[src/rtl/test_monitor_pkg.sv]
// Shared definitions for the test_monitor block: FSM state encoding,
// PC history geometry and a small state-decode helper.
package test_monitor_pkg;

  // Monitor FSM states. Values are fixed so waveforms stay readable.
  typedef enum logic [2:0] {
    ST_IDLE = 3'd0,
    ST_RUN  = 3'd1,
    ST_PASS = 3'd2,
    ST_FAIL = 3'd3,
    ST_TOUT = 3'd4
  } monState_e;

  // PC history ring geometry.
  localparam int HIST_DEPTH = 8;
  localparam int HIST_IDX_W = 3;

  // True once the monitor has reached any terminal state.
  function automatic logic isConcluded(monState_e s);
    return (s == ST_PASS) || (s == ST_FAIL) || (s == ST_TOUT);
  endfunction

endpackage

[src/rtl/test_monitor_pc_history.sv]
// pc_history: 8-entry ring of the most recent committed PCs.
// Only instantiated by test_monitor when TEST_MONITOR_HIST_EN is defined.
// Read index 0 returns the newest entry; entries never written read 0.
module pc_history
  import test_monitor_pkg::*;
(
  input  logic                  clk,
  input  logic                  rst,
  input  logic                  wr_en_i,
  input  logic [31:0]           wr_pc_i,
  input  logic [HIST_IDX_W-1:0] rd_idx_i,
  output logic [31:0]           rd_pc_o
);

  logic [31:0]           mem_q [HIST_DEPTH];
  logic [HIST_IDX_W-1:0] wrPtr_q;
  logic [HIST_IDX_W-1:0] rdAddr;

  // Store each qualified PC at the write pointer; the pointer is exactly
  // HIST_IDX_W bits wide so it wraps from 7 back to 0 on its own.
  always_ff @(posedge clk) begin
    if (!rst) begin
      wrPtr_q <= '0;
      for (int i = 0; i < HIST_DEPTH; i++) begin
        mem_q[i] <= '0;
      end
    end else if (wr_en_i) begin
      mem_q[wrPtr_q] <= wr_pc_i;
      wrPtr_q        <= wrPtr_q + HIST_IDX_W'(1);
    end
  end

  // Newest entry sits just behind the write pointer; older ones further back.
  always_comb begin
    rdAddr  = wrPtr_q - HIST_IDX_W'(1) - rd_idx_i;
    rd_pc_o = mem_q[rdAddr];
  end

endmodule

[config.mk]
export PLATFORM = sky130hd
export DESIGN_NAME = pc_history
export DESIGN_NICKNAME = d
export VERILOG_FILES = /design/src/rtl/test_monitor_pkg.sv /design/src/rtl/test_monitor_pc_history.sv
export SDC_FILE = /design/constraint.sdc
export NUM_CORES = 1
export LEC_CHECK = 0
export CORE_MARGIN = 2
export CORE_UTILIZATION = 35
export CTS_CLUSTER_SIZE = 20
export DETAILED_ROUTE_END_ITERATION = 8
export HOLD_SLACK_MARGIN = 0.12
export SLEW_MARGIN = 20
export SYNTH_ARGS = -nofsm -noshare
export SYNTH_HDL_FRONTEND = slang
export SYNTH_SLANG_ARGS = --single-unit
[constraint.sdc]
create_clock -name clk -period 3.58 [get_ports clk]
set_input_delay 0.358 -clock clk [delete_from_list [all_inputs] [get_ports clk]]
set_output_delay 0.358 -clock clk [all_outputs]
set_load 0.1 [all_outputs]
==> impl_metrics.tcl, run 1 <==
set metrics [dict create \
    n_fill_cell 2940 \
    critPathMaxFanout 64 \
    hold_start "wr_pc_i[15]" \
    p_leak_nw 4.76 \
    die_w_um 187 \
    status "complete, no violations" \
    yosys.area.top_type "edfxtp_1" \
    cpPeakStageDelay_ns 0.54 \
    crit_chain "ha_4 -> fa_2 -> buf_12 -> mux4_1 -> mux2_4 -> buf_12" \
    r2r_slack_ns 1.37 \
    power_frac_seq_pct 42.2 \
    ctsRootBufferMaster "clkbuf_16" \
    die-area_um2 34900 \
    synth_seq_area_share_pct 66.2 \
    synth_edf_count 256 \
    track_usage_pct 15.8 \
    htreeDepth 1 \
    gr-total-overflow 0 \
    wire_per_inst_um 22.0 \
    cts_hold_buf 0 \
    synth_area_um2 11700 \
    critPathCaptureType "primary output" \
    hold_end "mem_q[7][15]$_SDFFCE_PN0P_" \
    intPower_w 0.00581 \
    arrival_ns 2.98 \
    ys_warn_count 0 \
    yosys.area.top_type_share_pct 65.7 \
    grt_pass1_wl_um 42800 \
    hold_viol_final 0 \
    cts_sinks 259 \
    routed_wl_um 27700 \
    hp-class "in2reg" \
    grt_max_degree 105 \
    period_share_pct 93.3 \
    cellPowerDensity_nw_per_um2 588 \
    multiInputGateArea_um2 3580 \
    worstMarginPinSlew_ns 0.754 \
    cts_setup_buffers 0 \
    critPathKind "reg2out" \
    required_ns 3.22 \
    rsz0062_at_grt "false" \
    p_total_w 0.00832 \
    cts_inserted_buffers 26 \
    p_sw_w 0.00250 \
    antenna_cells 0 \
    synth_cells 746 \
    final_util_pct 43.3 \
    critPathSlowestCell "fa_2" \
    first_iter_violations 535 \
    clock_latency_ns 0.54 \
    rows 66 \
    drc 0 \
    slew_headroom_pct 49.7 \
    drive_above_1_share_pct 21.0 \
    holdPathStages 3 \
    min_period_ns 3.34 \
    hpwl_um 15500 \
    ys_seq_elements 259 \
    finalWeightedCongestion 0.704 \
    worstReg2RegEnd "mem_q[0][26]$_SDFFCE_PN0P_" \
    ios 70 \
    synthArstFlopShare_pct 0 \
    reg2reg_from "wrPtr_q[1]$_SDFFE_PN0P_" \
    r2r_cells 4 \
    switching_share_pct 30.1 \
    die_y_um 187 \
    cts_buffer_depth 3 \
    seqCellArea_um2 7750 \
    cts.clk_slew.worst_paths_ns 0.06 \
    synth_cell_type_count 29 \
    drv_slew 0 \
    syn-num-nets 787 \
    synth-main-ff-cell "edfxtp_1" \
    ctsResizeCount 0 \
    port_buffers 69 \
    start_util_pct 35.8 \
    crit_top_cell "buf_12" \
    layout_common_cells "256 x nor3_1, 256 x edfxtp_1, 40 x clkinv_1" \
    hold_slack_ns 0.613 \
    ant_nets 0 \
    p_clk_share_pct 31.5 \
    num_vias 6871 \
    fin_worst_skew_ns 0.0108 \
    cp_num_buf_inv 2 \
    synthTopCellsByArea "edfxtp_1 66%, nor3_1 11%, mux4_1 8.1%" \
    grt_pass1_vias 7233 \
    setup_viol 0 \
    crit_family "adder cells" \
    combPwrFrac_pct 26.3 \
    cap_violations 0 \
    cp-start-kind "flip-flop" \
    antenna_found_initial 1 \
    vias_per_cell 5.45 \
    fp.coreArea_um2 32700 \
    synthToLayoutAreaGrowth_pct 20.9 \
    nets 841 \
    cts_tree "yes" \
    ir_worst_vdd_mv 0.344 \
    tns_ns 0 \
    avgSynthCellArea_um2 15.7 \
    fmaxAchievable_ghz 0.299 \
    drt_first_pass_iters 5 \
]
[worst reg2reg max path, cell delays in order (launching register included)]
cell and delay [ns]:
dfxtp_1 0.42, or3b_2 0.57, buf_4 0.30, o21ai_4 0.23, buf_4 0.36
[cell usage after synthesis (2+ instances only)]
cell / number
buf_1: 11
edfxtp_1: 256
buf_2: 10
clkbuf_1: 45
mux4_2: 28
ha_1: 2
clkinv_1: 32
nand3b_1: 2
dfxtp_1: 3
o21ai_0: 8
nor3_1: 256
mux4_1: 36
mux2_2: 22
buf_6: 10
mux2_4: 10
inv_1: 2
[worst max-delay path by stage]
stage,from,to,cells past startpoint
finish,wrPtr_q[0]$_SDFFE_PN0P_,rd_pc_o[6],6
CTS,wrPtr_q[0]$_SDFFE_PN0P_,rd_pc_o[16],6
detailed placement,rd_idx_i[0],rd_pc_o[16],8
global placement,rd_idx_i[0],rd_pc_o[16],8
floorplan,wr_en_i,mem_q[0][0]$_SDFFCE_PN0P_,5
global route,wrPtr_q[0]$_SDFFE_PN0P_,rd_pc_o[4],6
[power by group through the flow]
stage | registers [W] | logic, W | clock network, W
6_report | 0.00351 | 0.00219 | 0.00262
3_5_place_dp | 0.00357 | 0.00221 | 0
2_1_floorplan | 0.00356 | 0.00144 | 0
5_1_grt | 0.00352 | 0.00227 | 0.00277
4_1_cts | 0.00351 | 0.00221 | 0.00265
3_3_place_gp | 0.00357 | 0.00221 | 0
[area by class of cell]
cell class	instances	share of cell area, %
Sequential cell	259	54.7
Clock inverter	13	0.743
Timing Repair Buffer	102	9.42
Inverter	34	0.902
Multi-Input combinational cell	377	25.3
Tap cell	442	3.91
Clock buffer	34	4.96
[metrics by stage]
stage / setup WS (ns) / std cells / instance area [um^2]
floorplan: -0.142 / 746 / 11700
global placement: 0.383 / 1214 / 13300
detailed placement: 0.383 / 1214 / 13300
CTS: 0.205 / 1261 / 14200
global route: 0.158 / 1261 / 14200
finish: 0.240 / 1261 / 14200
[state kept, by name, summed over array words and instances (netlist names)]
register	flops
mem_q	256
wrPtr_q	3
[per-layer routing]
metal | routed length [um] | GRT usage (%) | vias up
li1 | - | - | 3079
met1 | 12200 | 21.0 | 3565
met2 | 13500 | 26.4 | 175
met3 | 1280 | 2.57 | 50
met4 | 729 | 5.83 | 2
met5 | 15 | 0 | -
[kinds of logic (layout without fill, tap and decap cells)]
kind of cell	Yosys count	after routing	synth area share, %
compound gates	10	10	0.470
xor+xnor	2	2	0.278
fa+ha+maj	3	3	0.385
buf+inv	110	183	4.28
flops	259	259	66.2
mux	97	97	17.0
simple gates	265	265	11.5
Power figures use the tool's default switching activity.
==> inputs of run 2 (changes only) <==
Settings changed: CORE_UTILIZATION 35 to 54, PLACE_DENSITY set to 0.76.
==> run 2 against run 1 <==
Compared with the run above: routed wire length shrank 4.5%; sequential power about the same; clock-buffer cell count down 2; flip-flop and latch count is the same; cell count is 14% lower; critical path depth is the same; clock skew rose by 0.0015 ns; combinational power about the same; sequential share of layout area rose by 1.3 points; utilization rose by 22 points; clock power is 10% lower; via count rose by 1.8%; critical path type unchanged; critical endpoint unchanged; largest cell class unchanged.
==> impl_metrics.tcl, run 2 (synthesized netlist as in run 1, its figures left out) <==
set metrics [dict create \
    status "complete, no violations" \
    drv_slew 0 \
    fmaxAchievable_ghz 0.301 \
    cp-start-kind "flip-flop" \
    ios 70 \
    final_util_pct 65.4 \
    htreeDepth 1 \
    critPathCaptureType "primary output" \
    cts_tree "yes" \
    hp-class "in2reg" \
    die_w_um 151 \
    routed_wl_um 26500 \
    required_ns 3.22 \
    place_ws_ns 0.387 \
    setup_slack_ns 0.255 \
    ctsResizeCount 0 \
    arrival_ns 2.97 \
    wire_per_inst_um 24.3 \
    largest-register "mem_q" \
    fin_worst_skew_ns 0.0123 \
    port_buffers 69 \
    p_leak_nw 4.71 \
    antenna_cells 0 \
    startpoint "wrPtr_q[0]$_SDFFE_PN0P_" \
    ir_worst_vdd_mv 0.381 \
    layout_common_cells "256 x nor3_1, 256 x edfxtp_1, 37 x clkinv_1, 37 x clkdlybuf4s50_1, 37 x buf_12" \
    drt_first_pass_iters 5 \
    finalWeightedCongestion 0.748 \
    seqCellArea_um2 7750 \
    die_y_um 151 \
    hpwl_um 15200 \
    n_fill_cell 1416 \
    die-area_um2 22900 \
    antenna_found_initial 1 \
    vias_per_cell 6.42 \
    critPathMaxFanout 64 \
    cts.clk_slew.worst_paths_ns 0.06 \
    fp.coreArea_um2 21200 \
    drive_above_1_share_pct 20.9 \
    start_util_pct 55.3 \
    multiInputGateArea_um2 3580 \
    cts_inserted_buffers 25 \
    reg_top3 "mem_q x256, wrPtr_q x3" \
    setup_viol 0 \
    critPathKind "reg2out" \
    grt_max_degree 101 \
    track_usage_pct 24.4 \
    largest_reg_flops 256 \
    cts_hold_buf 0 \
    period_share_pct 92.9 \
    cts_buffer_depth 3 \
    grt_pass1_wl_um 41800 \
    slew_headroom_pct 42.0 \
    gr-total-overflow 0 \
    rows 53 \
    synthToLayoutAreaGrowth_pct 18.1 \
    rsz0062_at_grt "false" \
    clock_latency_ns 0.53 \
    ant_nets 0 \
    min_period_ns 3.33 \
    cts_sinks 259 \
    num_vias 6993 \
    cts_setup_buffers 0 \
    hold_viol_final 0 \
    grt_pass1_vias 7392 \
    ctsRootBufferMaster "clkbuf_16" \
    cellPowerDensity_nw_per_um2 581 \
    worstMarginPinSlew_ns 0.867 \
    reg2reg_from "wrPtr_q[0]$_SDFFE_PN0P_" \
    first_iter_violations 820 \
    drc 0 \
    cap_violations 0 \
    hold_start "rst" \
    nets 839 \
]
## run 2: worst paths after layout
check / end / slack [ns] / depth (start not counted)
min reg2reg: wrPtr_q[1]$_SDFFE_PN0P_ / 0.70 / 2
max: rd_pc_o[6] / 0.25 / 6
min: wrPtr_q[2]$_SDFFE_PN0P_ / 0.61 / 2
max reg2reg: mem_q[5][13]$_SDFFCE_PN0P_ / 1.21 / 3
## run 2: critical path, cell delays in order (launching register included)
cell and delay (ns):
dfxtp_1 0.43, ha_4 0.22, fa_2 0.54, buf_12 0.33
mux4_1 0.38, mux2_4 0.31, buf_12 0.17
## run 2: layer usage
layer	share of wire (%)	wire length [um]	global-route usage, %
met5	0.072	19	0
met4	2.3	612	7.43
met3	8.4	2220	3.98
met2	51	13600	40.7
met1	38	10100	33.5
## run 2: power by group
| group | internal (W) | switching [W] |
|---|---|---|
| Combinational | 0.000827 | 0.00134 |
| Sequential | 0.00347 | 0.0000405 |
| Clock | 0.00128 | 0.00107 |
| Total | 0.00558 | 0.00245 |
## run 2: layout make-up
cell class | count | area share, %
clock buffers | 32 | 4.72
clock inverters | 11 | 0.407
inverters | 34 | 0.923
multi-input cells | 377 | 25.9
flip-flops and latches | 259 | 56.0
well taps | 275 | 2.49
repair buffers | 101 | 9.50
## run 2: through the flow
step	hold slack, ns	cell area (um^2)	total power, W	std cells	setup TNS, ns
after floorplan	0.486	11700	0.00501	746	-9.06
after global placement	0.647	13100	0.00573	1046	0
after detailed placement	0.683	13100	0.00575	1046	0
after CTS	0.599	13800	0.00807	1089	0
after global routing	0.627	13800	0.00826	1089	0
final	0.607	13800	0.00803	1089	0
==> inputs of run 3 (changes only) <==
Settings changed: ABC_CLOCK_PERIOD_IN_PS set to 3580.
==> results of run 3 <==
Same layout as run 2: the final DEF is identical, and so are final timing and power.
